`config.mk`:
```
export PLATFORM = sky130hd
export DESIGN_NAME = note_stabilizer
export DESIGN_NICKNAME = d
export VERILOG_FILES = /design/src/rtl/note_pkg.sv /design/src/rtl/note_event_fifo.sv /design/src/rtl/note_stabilizer.sv
export SDC_FILE = /design/constraint.sdc
export NUM_CORES = 1
export LEC_CHECK = 0
export ABC_AREA = 1
export ABC_CLOCK_PERIOD_IN_PS = 2700
export BUFFER_PORTS_ARGS = -buffer_cell sky130_fd_sc_hd__buf_2
export CAP_MARGIN = 20
export CORE_MARGIN = 1
export CORE_UTILIZATION = 55
export CTS_CLUSTER_DIAMETER = 60
export CTS_CLUSTER_SIZE = 24
export DETAILED_ROUTE_END_ITERATION = 12
export GPL_ROUTABILITY_DRIVEN = 0
export GPL_TIMING_DRIVEN = 0
export MAX_ROUTING_LAYER = met4
export PLACE_DENSITY = 0.79
export SYNTH_ARGS = -nofsm -noshare
export SYNTH_HDL_FRONTEND = slang
export SYNTH_HIERARCHICAL = 1
export SYNTH_SLANG_ARGS = --single-unit
export TNS_END_PERCENT = 50
```
`constraint.sdc`:
```
create_clock -name clk_in -period 2.7 [get_ports clk_in]
set_input_delay 0.54 -clock clk_in [delete_from_list [all_inputs] [get_ports clk_in]]
set_output_delay 0.54 -clock clk_in [all_outputs]
set_load 0.01 [all_outputs]
```
`src/rtl/note_pkg.sv`:
```
// Shared note-code field positions, stabilizer states and event bundle.
// Imported by the frequency-to-note stage and the note stabilizer.
package note_pkg;

    localparam int NOTE_MSB = 7;
    localparam int ACC_MSB  = 4;
    localparam int OCT_MSB  = 2;

    typedef enum logic [1:0] {
        SILENT,
        QUALIFY,
        HELD
    } stab_state_t;

    typedef struct packed {
        logic       on;
        logic [7:0] note;
    } note_event_t;

endpackage

```
`src/rtl/note_event_fifo.sv`:
```
// Two-entry event queue: up to two pushes and one pop per cycle.
// Ports: push0/ev0 and push1/ev1 (ev0 older), ready in, valid/head out, drop pulse out.
module note_event_fifo
    import note_pkg::*;
(
    input  logic        clk,
    input  logic        rst_n,
    input  logic        push0,
    input  note_event_t ev0,
    input  logic        push1,
    input  note_event_t ev1,
    input  logic        ready,
    output logic        valid,
    output note_event_t head,
    output logic        drop
);

    note_event_t slot_q [2];
    note_event_t slot_d [2];
    logic [1:0]  count_q;
    logic [1:0]  count_d;
    logic        pop;

    assign valid = (count_q != 2'd0);
    assign head  = slot_q[0];
    assign pop   = valid && ready;

    // Pop shifts the queue first so the freed slot is usable this cycle.
    always_comb begin
        slot_d  = slot_q;
        count_d = count_q;
        drop    = 1'b0;
        if (pop) begin
            slot_d[0] = slot_q[1];
            count_d   = count_q - 2'd1;
        end
        if (push0) begin
            if (count_d < 2'd2) begin
                slot_d[count_d[0]] = ev0;
                count_d            = count_d + 2'd1;
            end else begin
                drop = 1'b1;
            end
        end
        if (push1) begin
            if (count_d < 2'd2) begin
                slot_d[count_d[0]] = ev1;
                count_d            = count_d + 2'd1;
            end else begin
                drop = 1'b1;
            end
        end
    end

    always_ff @(posedge clk or negedge rst_n) begin
        if (!rst_n) begin
            slot_q[0] <= '0;
            slot_q[1] <= '0;
            count_q   <= 2'd0;
        end else begin
            slot_q[0] <= slot_d[0];
            slot_q[1] <= slot_d[1];
            count_q   <= count_d;
        end
    end

endmodule

```
`src/rtl/note_stabilizer.sv`:
```
// Debounces per-sample note codes into note-on/note-off events.
// Ports: sample strobe/code/silent in; event valid/ready/on/note; held note, active, sticky overflow.
module note_stabilizer
    import note_pkg::*;
#(
    parameter int STABLE_COUNT = 8,
    parameter int CNT_W        = $clog2(STABLE_COUNT + 1)
) (
    input  logic       clk_in,
    input  logic       rst_n_in,
    input  logic       note_valid_in,
    input  logic [7:0] note_code_in,
    input  logic       silent_in,
    output logic       event_valid_out,
    input  logic       event_ready_in,
    output logic       event_on_out,
    output logic [7:0] event_note_out,
    output logic [7:0] current_note_out,
    output logic       note_active_out,
    output logic       overflow_out
);

    localparam logic [CNT_W-1:0] LIMIT = CNT_W'(STABLE_COUNT);
    localparam logic [CNT_W-1:0] ONE   = CNT_W'(1);

    stab_state_t state_q, state_d;
    logic [7:0]  cand_q, cand_d;
    logic [7:0]  held_q, held_d;
    logic [CNT_W-1:0] match_q, match_d, match_inc;
    logic [CNT_W-1:0] sil_q, sil_d, sil_inc;
    logic        ovf_q;
    logic        push0, push1, drop;
    note_event_t ev0, ev1, head;

    assign match_inc = match_q + ONE;
    assign sil_inc   = sil_q + ONE;

    always_comb begin
        state_d = state_q;
        cand_d  = cand_q;
        held_d  = held_q;
        match_d = match_q;
        sil_d   = sil_q;
        push0   = 1'b0;
        push1   = 1'b0;
        ev0     = '0;
        ev1     = '0;
        if (note_valid_in) begin
            unique case (state_q)
                SILENT: begin
                    if (!silent_in) begin
                        cand_d  = note_code_in;
                        match_d = ONE;
                        state_d = QUALIFY;
                    end
                end
                QUALIFY: begin
                    if (silent_in) begin
                        state_d = SILENT;
                        match_d = '0;
                        sil_d   = '0;
                    end else if (note_code_in == cand_q) begin
                        if (match_inc == LIMIT) begin
                            held_d  = cand_q;
                            push0   = 1'b1;
                            ev0     = '{on: 1'b1, note: cand_q};
                            state_d = HELD;
                            match_d = '0;
                            sil_d   = '0;
                        end else begin
                            match_d = match_inc;
                        end
                    end else begin
                        cand_d  = note_code_in;
                        match_d = ONE;
                    end
                end
                HELD: begin
                    if (silent_in) begin
                        match_d = '0;
                        if (sil_inc == LIMIT) begin
                            push0   = 1'b1;
                            ev0     = '{on: 1'b0, note: held_q};
                            held_d  = '0;
                            sil_d   = '0;
                            state_d = SILENT;
                        end else begin
                            sil_d = sil_inc;
                        end
                    end else if (note_code_in == held_q) begin
                        match_d = '0;
                        sil_d   = '0;
                    end else begin
                        sil_d = '0;
                        // A stale cand with match_q==0 restarts the count at 1.
                        if (note_code_in == cand_q) begin
                            if (match_inc == LIMIT) begin
                                push0   = 1'b1;
                                ev0     = '{on: 1'b0, note: held_q};
                                push1   = 1'b1;
                                ev1     = '{on: 1'b1, note: cand_q};
                                held_d  = cand_q;
                                match_d = '0;
                            end else begin
                                match_d = match_inc;
                            end
                        end else begin
                            cand_d  = note_code_in;
                            match_d = ONE;
                        end
                    end
                end
                default: state_d = SILENT;
            endcase
        end
    end

    always_ff @(posedge clk_in or negedge rst_n_in) begin
        if (!rst_n_in) begin
            state_q <= SILENT;
            cand_q  <= '0;
            held_q  <= '0;
            match_q <= '0;
            sil_q   <= '0;
            ovf_q   <= 1'b0;
        end else begin
            state_q <= state_d;
            cand_q  <= cand_d;
            held_q  <= held_d;
            match_q <= match_d;
            sil_q   <= sil_d;
            ovf_q   <= ovf_q | drop;
        end
    end

    note_event_fifo u_fifo (
        .clk   (clk_in),
        .rst_n (rst_n_in),
        .push0 (push0),
        .ev0   (ev0),
        .push1 (push1),
        .ev1   (ev1),
        .ready (event_ready_in),
        .valid (event_valid_out),
        .head  (head),
        .drop  (drop)
    );

    assign event_on_out     = head.on;
    assign event_note_out   = head.note;
    assign current_note_out = held_q;
    assign note_active_out  = (state_q == HELD);
    assign overflow_out     = ovf_q;

endmodule

```
# Word-level counts from Yosys, hierarchy flattened
# Cells that the tools add are included.
[totals]
ff_bits = 47
latch_bits = 0
mem_bits_rw = 0
mem_bits_ro = 0
input_bits = 13
out_inout_bits = 20
wordCells = 131
memories = 0
[classes]
addsub = 5
mul = 0
div = 0
order_cmp = 6
n_eq_ne = 16
shift = 0
n_mux = 78
n_bitwise = 3
reduce_logical = 12
[op_table]
columns = ["operator", "n"]
rows = [
  ["$mux W8", 15],
  ["$mux W9", 12],
  ["$mux W18", 4],
  ["$mux W4", 11],
  ["$bwmux W18", 2],
  ["$pmux W8 S3", 1],
  ["$mux W2", 11],
  ["$demux W9 S1", 2],
  ["$pmux W9 S2", 1],
  ["$eq A8 B8 Y1", 2],
  ["$pmux W8 S2", 1],
  ["$mux W1", 14],
  ["$pmux W4 S3", 1],
  ["$reduce_and A6 Y1", 2],
  ["$ne A2 B2 Y1 const B", 5],
  ["$ne A3 B3 Y1 const B", 3],
  ["$add A4 B1 Y4 const B", 2],
  ["$eq A4 B4 Y1 const B", 2],
  ["$pmux W4 S2", 1],
  ["$pmux W2 S3", 1],
  ["$reduce_and A5 Y1", 1],
  ["$add A2 B1 Y2 const B", 2],
  ["$ge A2 B2 Y1 const B", 2],
  ["$lt A2 B1 Y1 const B", 2],
  ["other kinds (15)", 20],
]

# Longest topological paths before layout
[logic_depth]
word_depth = 17
depth_mapped = 18
ltp_nobuf = 17

# Cells and area by module
# The synthesis kept the hierarchy.
[modules_own_cells]
columns = ["module", "instances", "cells_each", "area_per_inst_um2", "seq_area_each_um2"]
rows = [
  ["note_stabilizer", 1, 318, 2028.2, 675.6],
  ["note_event_fifo", 1, 213, 1497.7, 500.5],
]

# Worst setup path after synthesis
# No wires, ideal clock.
[synth_path]
path_kind = "input port to flip-flop"
startpoint = "in note_code_in[4]"
endpoint = "reg ovf_q (netlist: overflow_out)"
setup_time_ns = 0.127
arrival_time_ns = 2.271
required_ns = 2.573
slack_ns = 0.301
path_stages = 17
path_buffers = 1
cell_sequence = "inv_1 > nand2_1 > nand2_1 > nor2_1 > nand2_1 > nor2_2 > nor2_1 > nand2_4 > nand2_4 > nand2_1 > nand2_1 > inv_1 > buf_1 > o21ai_0 > nand2_1 > inv_1 > or2_2"
[synth_between]
elab_chain_cells = 11
elab_cells_between_ends = 17
classes_between = "order compare: 1; eq/ne: 2; mux: 13; bitwise: 1"
[synth_rtl]
columns = ["item", "line_no", "rtl"]
rows = [
  ["start: declaration", "note_stabilizer.sv:12", "input logic [7:0] note_code_in,"],
  ["$eq A8 B8 Y1", "note_stabilizer.sv:62, note_stabilizer.sv:96", ""],
  ["$mux W1", "note_stabilizer.sv:62", "end else if (note_code_in == cand_q) begin"],
  ["$mux W1", "note_stabilizer.sv:90", "end else if (note_code_in == held_q) begin"],
  ["$mux W1", "note_stabilizer.sv:79", "if (silent_in) begin"],
  ["$pmux W1 S2 *", "note_stabilizer.sv:49", "unique case (state_q)"],
  ["$mux W1 *", "note_stabilizer.sv:48", "if (note_valid_in) begin"],
  ["net push0", "note_stabilizer.sv:32", "logic push0, push1, drop;"],
  ["$mux W2", "note_event_fifo.sv:37", "if (push0) begin"],
  ["$lt A2 B2 Y1", "note_event_fifo.sv:46", "if (count_d < 2'd2) begin"],
  ["$mux W1", "note_event_fifo.sv:46", ""],
  ["$mux W1 *", "note_event_fifo.sv:45", "if (push1) begin"],
  ["net drop", "note_stabilizer.sv:32", ""],
  ["$or A1 B1 Y1 *", "note_stabilizer.sv:132", "ovf_q <= ovf_q | drop;"],
  ["end signal: assignment", "note_stabilizer.sv:132", ""],
  ["end: declaration", "note_stabilizer.sv:31", "logic ovf_q;"],
]
# Mark *: on every way through the listed nets, which the timed path passes. The rest lies on a longest branch.
# A chain may end at the register's enable or synchronous reset.

==> summary.txt <==
Outcome
  • Status: finished, final reports clean

Clock tree
  • Clk sinks: 47
  • Worst-skew pair later-pin latency: 310 ps
  • Clk root buf: clkbuf_8
  • H-Tree Depth: 2
  • Hold-fix buffers at CTS: 0
  • Num CTS Buffers: 5
  • Clock transition at the registers of the reported paths: 100 ps
  • Clock Path Buffers: 2
  • Post-CTS setup buffer count: 0
  • CTS tree: built

Placement
  • Input/output buffers: 32
  • Final HPWL DP: 6150 um

Synthesis
  • Ranking of synthesized cells by area: dfrtp_1 33%, nand2_1 23%, inv_1 7.3%
  • Largest area contributor in the netlist: dfrtp_1
  • Syn_nets: 551
  • Cell count after synthesis: 531
  • Syn. warnings: 6
  • Syn Std Cell Area: 3530 um^2
  • Sequential fraction of the synthesis area: 33.4%
  • Area share of the largest cell type after synthesis: 33.4%
  • Yosys cell types: 32
  • Post-synthesis average cell area: 6.64 um^2
  • FF+latch count, synth: between 40 and 50

Route
  • DR WL/cell: 13.1 um
  • Vias: 3,355
  • ANT nets after route: 0
  • Initial DRC Count: 139
  • Drt via density: 5.19
  • Routed wire length: 8490 um
  • DRC viols: 0
  • Drt pass-1 iters: 5

Pwr
  • PD cells: 709 nW/um^2
  • Switching pwr: 1.24 mW
  • Worst VDD drop: 651 uV
  • Pleak: 2.21 nW
  • Logic pwr share: 48.4%
  • Clock power frac: 15.7%
  • Internal power: 1.53 mW
  • Sw frac: 44.7%
  • Seq pwr share: between 30 and 40%

Timing
  • Clock Skew: 14.2 ps
  • Peak Freq: 393 MHz
  • Slew @ Worst Pin: about 470 ps
  • Setup violations, final: 0
  • Max-slew violation count: 0
  • Period utilization: between 90% and 100%
  • RSZ-0062 raised after global routing: no
  • Hold slack: 160 ps
  • Slew HR: 68.9%
  • Fin. Hold Viols: 0
  • Crit path time final: between 2000 and 3000 ps

Final layout
  • NumNets Final: slightly below 600
  • Antenna Cells: 0
  • Final core occ: around 65%
  • Sequential Area: 1180 um^2
  • Area delta synth->final: 11.0%
  • Fill count: 585
  • Area of the multi-input gates: 1920 um^2
  • Share of cells above drive strength 1: 17.3%

Global route
  • Largest net degree at the start of global routing: 48
  • Grt ovf: 0
  • Vias in the first global route: 3,047
  • GR Util All Layers: around 28%
  • Initial antenna violation count: 0
  • Global-route wire length before repair: 14,200 um

Floorplan
  • Initial Utilization: roughly three fifths
  • Core Rows: 28
  • Core Footprint: 6060 um^2
  • DIE HEIGHT: 82.1 um
  • Die X: 82.1 um
  • Die ar.: 6730 um^2
  • Io pins: 33

Worst setup path
  • Setup crit end kind: flip-flop
  • Critical Path AT: 2740 ps
  • Startpoint Class: flip-flop
  • Required @ worst endpoint: 2890 ps
  • Setup CP Type: flip-flop to flip-flop
  • Worst Path Max Fanout: 10

Min path
  • Hold Crit Class: primary input to asynchronous set/reset pin

Run
  • Max cap viols: 0
==> power by group through the flow <==
stage	combinational, mW	clock, mW	sequential [mW]
global route	1.49	0.471	1.02
detailed placement	1.32	0	1.01
global placement	1.28	0	1.00
finish	1.34	0.437	0.995
floorplan	1.01	0	0.972
CTS	1.32	0.448	0.992
==> cells in the final DEF (no fill, tap or decap), types with 2 or more instances in the layout <==
| cell type | count |
|---|---|
| nand3_4 | 3 |
| clkinv_1 | 2 |
| inv_2 | 6 |
| nand4_1 | 34 |
| nand2_2 | 8 |
| nor2_1 | 12 |
| ha_1 | 6 |
| buf_2 | 36 |
| nand2_4 | 5 |
| nor2_4 | 4 |
| a21oi_1 | 2 |
| o21ai_1 | 8 |
| dfrtp_1 | 46 |
| nand2_1 | 214 |
| nand3_1 | 43 |
| buf_4 | 12 |
| or2_2 | 2 |
| nor2_2 | 4 |
| buf_6 | 4 |
| nor3_1 | 10 |
| clkbuf_8 | 5 |
| clkbuf_1 | 4 |
| inv_1 | 69 |
| xnor2_1 | 7 |
| o21ai_0 | 13 |
==> layer usage <==
layer	wire length, um	vias up	track usage [%]
met5	0	-	-
met3	311	13	3.78
met4	97	0	7.19
met1	3950	1515	35.9
li1	-	1749	-
met2	4140	78	48.0
==> registers in the layout, indices dropped and copies added, names as in the netlist <==
register / count
match_q: 4
current_note_out: 8
u_fifo/slot_q: 9
state_q: 2
cand_q: 8
sil_q: 4
overflow_out: 1
u_fifo/count_q: 2
u_fifo/head: 9
==> cell type report <==
class                      instances  area share (%)
buffer                            24            4.44
clock buffer                       6            1.85
clock inverter                     2           0.320
inverter                          77            7.38
multi-input combinational        383            48.9
sequential                        47            30.1
tap                               75            2.40
timing repair buffer              33            4.60
==> cells by family after synthesis <==
logic type / share of synthesized area, %
compound gates: 3.94
xor+xnor: 1.74
fa+ha+maj: 2.48
buf+inv: 13.0
flops: 33.4
simple gates: 45.5
==> cell usage after synthesis (all sizes together) <==
cell type    n
o21ai       22
buf         21
a21oi        2
nand2      227
or2          3
clkinv       2
nand3       47
o21a         1
xnor2        7
inv         75
ha           7
nor3        10
nand4       35
nor2        21
dfrtp       47
a211oi       1
clkbuf       3
==> critical path: stages, from the launching register on <==
cell and delay, ps:
dfrtp_1 430, inv_1 100, ha_2 260, inv_1 110
nor2_4 150, inv_1 50, nor2_1 180, nand2_4 90
nand2_4 110, nand2_1 70, nand2_2 150, buf_4 230
clkbuf_4 230, nand4_1 110, nand3_1 100, nand2_1 70
==> path summary, 6_finish.rpt <==
path | slack (ps) | depth (start not counted) | start | to
max in group asynchronous | 2000 | 2 | rst_n_in | current_note_out[4]
worst max register to register | 150 | 15 | state_q[0] | u_fifo/head[0]
min in group clk_in | 470 | 1 | overflow_out | overflow_out
worst min-delay path | 160 | 1 | rst_n_in | current_note_out[0]
worst max-delay path | 150 | 15 | state_q[0] | u_fifo/head[0]
worst min register to register | 470 | 1 | overflow_out | overflow_out
==> metrics by stage <==
| step | instances | cell area [um^2] | setup TNS (ps) | total power [mW] | setup slack (ps) |
|---|---|---|---|---|---|
| finish | 647 | 3920 | 0 | 2.77 | 154 |
| global route | 647 | 3920 | 0 | 2.98 | 8.01 |
| CTS | 646 | 3870 | 0 | 2.76 | 2.53 |
| detailed placement | 638 | 3780 | -3070 | 2.32 | -241 |
| global placement | 638 | 3780 | -1210 | 2.28 | -212 |
| floorplan | 531 | 3530 | 0 | 1.98 | 301 |
==> timing repair <==
action / CTS / global route
endpoints found under the setup margin: 19 / 20
resized for setup: 4 / 6
hold endpoints to repair: 0 / 0
Note: power is estimated with default switching activity, not from simulation.
